==> src/rtl/descrambler_64b66b_rx.sv <==
// Purpose : self-synchronising 64b/66b descrambler (1 + x^39 + x^58), LEN payload bits per beat, with history-fill lock.
// Latency : 0 cycles (combinational data/valid); 1 cycle when DESCRAM_OUT_REG_EN is defined. lock_o is always registered.
// Backpressure: none; every valid_i beat is consumed, one beat per clk.
module descrambler_64b66b_rx #(
    parameter int LEN = 32
) (
    input  logic           clk,
    input  logic           nreset,
    input  logic           valid_i,
    input  logic           resync_i,
    input  logic [LEN-1:0] data_i,
    output logic           valid_o,
    output logic [LEN-1:0] data_o,
    output logic           lock_o
);

    localparam int HIST = 58;
    localparam int TAP  = 39;

    // s_q[0] is the newest received bit, s_q[57] the oldest
    logic [HIST-1:0]     s_q;
    logic [HIST-1:0]     s_d;
    // Received-bit stream in wire order: ext[HIST+j] = h(j), so ext[0] = h(-58)
    logic [LEN+HIST-1:0] ext;
    logic [LEN-1:0]      descr;
    logic [5:0]          fill_q;
    logic [5:0]          fill_d;
    logic [6:0]          fill_sum;
    logic                lock_q;

    // Lay history (oldest first) and the new beat out as one bit stream
    always_comb begin
        ext = '0;
        for (int k = 0; k < HIST; k++) begin
            ext[k] = s_q[HIST-1-k];
        end
        ext[LEN+HIST-1:HIST] = data_i;
    end

    // Descramble: each output bit cancels the two scrambler taps 39 and 58 bits back
    always_comb begin
        descr = '0;
        for (int i = 0; i < LEN; i++) begin
            descr[i] = data_i[i] ^ ext[i+HIST-TAP] ^ ext[i];
        end
    end

    // Next history is the newest 58 bits of the stream, newest at index 0
    always_comb begin
        s_d = '0;
        for (int k = 0; k < HIST; k++) begin
            s_d[k] = ext[LEN+HIST-1-k];
        end
    end

    // Fill tracking: resync wins over a concurrent beat; saturates at 58
    always_comb begin
        fill_sum = {1'b0, fill_q} + 7'(LEN);
        fill_d   = fill_q;
        if (resync_i) begin
            fill_d = '0;
        end else if (valid_i) begin
            fill_d = (fill_sum >= 7'(HIST)) ? 6'(HIST) : fill_sum[5:0];
        end
    end

    // History, fill counter and lock flop; lock tracks the post-edge fill value
    always_ff @(posedge clk or negedge nreset) begin
        if (!nreset) begin
            s_q    <= '1;
            fill_q <= '0;
            lock_q <= 1'b0;
        end else begin
            if (valid_i) begin
                s_q <= s_d;
            end
            fill_q <= fill_d;
            lock_q <= (fill_d == 6'(HIST));
        end
    end

    assign lock_o = lock_q;

`ifdef DESCRAM_OUT_REG_EN
    logic           valid_q;
    logic [LEN-1:0] data_q;

    // Output register isolates the deep XOR cone from the pins
    always_ff @(posedge clk or negedge nreset) begin
        if (!nreset) begin
            valid_q <= 1'b0;
            data_q  <= '0;
        end else begin
            valid_q <= valid_i;
            data_q  <= descr;
        end
    end

    assign valid_o = valid_q;
    assign data_o  = data_q;
`else
    assign valid_o = valid_i;
    assign data_o  = descr;
`endif

endmodule

==> config.mk <==
export PLATFORM = sky130hd
export DESIGN_NAME = descrambler_64b66b_rx
export DESIGN_NICKNAME = d
export VERILOG_FILES = /design/src/rtl/descrambler_64b66b_rx.sv
export SDC_FILE = /design/constraint.sdc
export NUM_CORES = 1
export LEC_CHECK = 0
export CAP_MARGIN = 20
export CORE_MARGIN = 1
export CORE_UTILIZATION = 45
export DETAILED_ROUTE_END_ITERATION = 10
export HOLD_SLACK_MARGIN = 0.05
export PLACE_DENSITY = 0.7
export REMOVE_ABC_BUFFERS = 1
export SYNTH_ARGS = -nofsm -noshare
export SYNTH_HDL_FRONTEND = slang
export SYNTH_SLANG_ARGS = --single-unit
==> constraint.sdc <==
create_clock -name clk -period 2.58 [get_ports clk]
set_input_delay 0.516 -clock clk [delete_from_list [all_inputs] [get_ports clk]]
set_output_delay 0.516 -clock clk [all_outputs]
set_load 0.005 [all_outputs]
; Yosys cells after proc, flatten, opt, wreduce, memory -nomap -nowiden
; Index checks and enable logic that the tools add are counted.
[op_classes]
add_sub_neg = 1
magnitude_cmp = 1
eq_ne = 1
mux = 3
n_bitwise = 64
[ops]
columns = operator, n
row1 = $xor A1 B1 Y1, 64
row2 = $mux W6, 3
row3 = $add A6 B6 Y7 const B, 1
row4 = $ge A7 B6 Y1 const B, 1
row5 = $eq A6 B6 Y1 const B, 1
[word_totals]
ff_bits = 65

; Longest topological paths before layout
[depth]
ltp_word = 6
ltp_mapped = 4
depth_no_buf = 3

; Least setup slack after synthesis
; Ideal clock, no wire load.
[synth_path]
path_kind = input to output
startpoint = input data_i[0]
endpoint = output data_o[0]
arrival_ps = 820
required_ps = 2064
slack_ps = 1244
cell_stages = 2
n_path_buf = 0
path_cell_list = xnor2_1 -> xnor2_1
[synth_between]
elab_chain_cells = 2
[synth_lines]
columns = element, line
row1 = from (decl), 11  ; input logic [LEN-1:0] data_i,
row2 = $xor A1 B1 Y1 (2 in series), 44  ; descr[i] = data_i[i] ^ ext[i+HIST-TAP] ^ ext[i];
row3 = to (decl), 13  ; output logic [LEN-1:0] data_o,
; No other way between the ends.

; Worst setup path after layout
[layout_path]
startpoint = input data_i[12]
endpoint = output data_o[12]
; The elaborated chain is that of the path after synthesis.

==> metrics.md <==
| Metric | Value |
|---|---|
| Most common cell after layout, fill and taps aside | clkdlybuf4s50_1 |
| P_leak | 1.76 nW |
| Proportion of synthesized area in mux cells | 25.9% |
| Iteration count of the initial detailed-routing pass | 2 |
| Setup Skew | 0.00567 ns |
| Post-DR vias/cell | 4.56 |
| Setup WS post-layout | 0.170 ns |
| CP peak stage delay | 0.52 ns |
| # Post-CTS Setup Buffers | 0 |
| Num ports | 70 |
| DR DRC count | 0 |
| Vias in the first global route | 1822 |
| Vias | 1769 |
| Cell chain of the critical path | clkdlybuf4s50_1, xnor2_1, xnor2_1, clkdlybuf4s50_1 |
| TritonCTS buffer count | 9 |
| WP data required | 2.06 ns |
| Die W | 88.4 microns |
| Ys Warns | 0 |
| Top Family by Delay on Critical Path | buffers and inverters |
| Initial antenna violation count | 0 |
| Antenna cell count | 0 |
| Synth cell types | 15 |
| Row count | 31 |
| RSZ-0062 raised after global routing | no |
| Root Driver | clkbuf_8 |
| CTS sink cnt | 65 |
| Clock-pin slew on the worst setup and hold paths | 0.07 ns |
| Max clock buf depth | 2 |
| Register Area | 1700 sq um |
| Slowest stage cell, crit path | clkdlybuf4s50_1 |
| Port-buffer cells | 69 |
| First-pass GRT wire length | 8870 microns |
| Worst-Skew Late Latency | 0.33 ns |
| Synth Area in Compound Gates | 1.34% |
| Minimum clock period | 2.41 ns |
| Placed wire-length estimate | 3730 microns |
| Pre-CTS setup slack | 0.175 ns |
| Fmax | 415 MHz |
| Final slew viol count | 0 |
| Adder-cell share of the synthesized area | 0% |
| Area share of and/or/nand/nor cells after synthesis | 1.27% |
| 1st-iter DRT viols | 44 |
| Layout Utilization | 59.0% |
| HP Start | fill_q[4] |
| Seq/Total Area, Yosys | 50.6% |
| Fin Setup TNS | 0 ns |
| Core Box Area | 7250 sq um |
| H-Tree Depth | 3 |
| Grt ovf | 0 |
| TritonCTS clock tree | yes |
| Largest family of logic cells by synthesized area | multiplexers |
| Post-Syn Area | 3360 sq um |
| Worst Setup End Kind | output port |
| Final Power | 3.08 mW |
| WHS | 0.538 ns |
| Number of fill cells in the layout | 602 |
| Largest net degree at the start of global routing | 63 |
| Slew @ Worst Pin | 0.636 ns |
| Critical Path AT | 1.89 ns |
| Final count of negative-setup-slack endpoints | 0 |
| CP startpoint | data_i[12] |
| Cells after Synth | 210 |
| Final wirelength | 5490 microns |
| Critical path type | input port to output port |
| Commonest non-fill, non-tap cells in the layout | clkdlybuf4s50_1, xnor2_1, mux2_4, dfstp_2, clkbuf_8 |
| Max Cap Viol | 0 |
| Antenna Nets Post-Route | 0 |
| Multi-input gate area | 1520 sq um |
| Pwr dens | 721 nW/um^2 |
| CTS hold repair buffers | 0 |
| Startpoint Class | input port |
| FF+latch count, synth | 65 |
| Layout area overhead | 27.3% |
| Initial Util | 46.3% |
| Routed wire length per instance | 14.2 microns |
| Die area | 7820 sq um |
| Total track usage | 15.5% |
| Final Hold Viols | 0 |
| Max IR drop VDD | 0.336 mV |
| Peak fanout along the critical path | 2 |
| Post_cts resized | 0 |
| XOR/XNOR share of the synthesized area | 16.7% |
| WP buf/inv | 2 |
| Synth Area per Inst | 16.0 sq um |
| Status | finished clean |
| Die Y | 88.4 microns |
| Period utilisation layout | 93.4% |
| Hold Path Class | flip-flop to flip-flop |
| Worst slew margin | 57.6% |
| Nets | 320 |
| Share of cells above drive strength 1 | 47.1% |
| Placer Congestion | 0.676 |
| FF-to-FF Start | fill_q[1] |
## worst paths after layout
check	end	slack, ns	cells past startpoint
max	data_o[12]	0.17	4
min	fill_q[4]	0.54	2
max reg2reg	fill_q[0]	1.51	3
min reg2reg	fill_q[4]	0.54	2
max in group asynchronous	s_q[13]	1.67	2
min in group asynchronous	s_q[30]	0.56	1
## cells by family after synthesis
family | Yosys count
simple gates | 8
compound gates | 6
mux | 58
flops | 65
buf+inv | 9
xor+xnor | 64
## per-stage QoR
step | area, sq um | instances
after global placement | 4070 | 372
after CTS | 4280 | 388
after global routing | 4280 | 388
final | 4280 | 388
after detailed placement | 4070 | 372
after floorplan | 3220 | 202
## flip-flops by register name, indices dropped and copies added, names as in the netlist
| name | cells |
|---|---|
| s_q | 58 |
| fill_q | 6 |
| lock_o | 1 |
## where the power goes
part	leakage, nW	internal, mW	total (mW)	switching, mW
combinational	0.948	0.614	0.865	0.251
sequential	0.704	1.22	1.33	0.110
clock	0.107	0.525	0.885	0.360
total	1.76	2.36	3.08	0.720
## synthesized netlist by cell type, drive strengths merged
master	n	area (sq um)
buf	8	139
nand4	1	6.26
xnor2	64	561
dfrtp	7	175
o21ai	1	8.76
inv	1	3.75
nor2	5	18.8
a21boi	1	11.3
o211a	1	10.0
and3b	2	17.5
mux2	58	871
a21oi	3	15.0
dfstp	58	1520
## metal layers
metal  GRT usage [%]  vias up  routed length [microns]
met3            5.60        5                      232
met2            24.7       37                     2650
met5               0        -                        0
met1            19.9      878                     2550
li1                -      849                        -
met4            4.40        0                       59
## area by class of cell
cell class / instances / area share [%]
Sequential cell: 65 / 39.7
Multi-Input combinational cell: 136 / 35.5
Timing Repair Buffer: 71 / 16.9
Clock buffer: 14 / 4.04
Tap cell: 99 / 2.90
Clock inverter: 2 / 0.819
Inverter: 1 / 0.0878
## worst reg2reg max path, cell delays in order, from the launching register on
cell,delay [ns]
dfrtp_1,0.40
o211a_1,0.24
o21ai_2,0.19
and3b_1,0.18
Note: power is estimated with default switching activity, not from simulation.
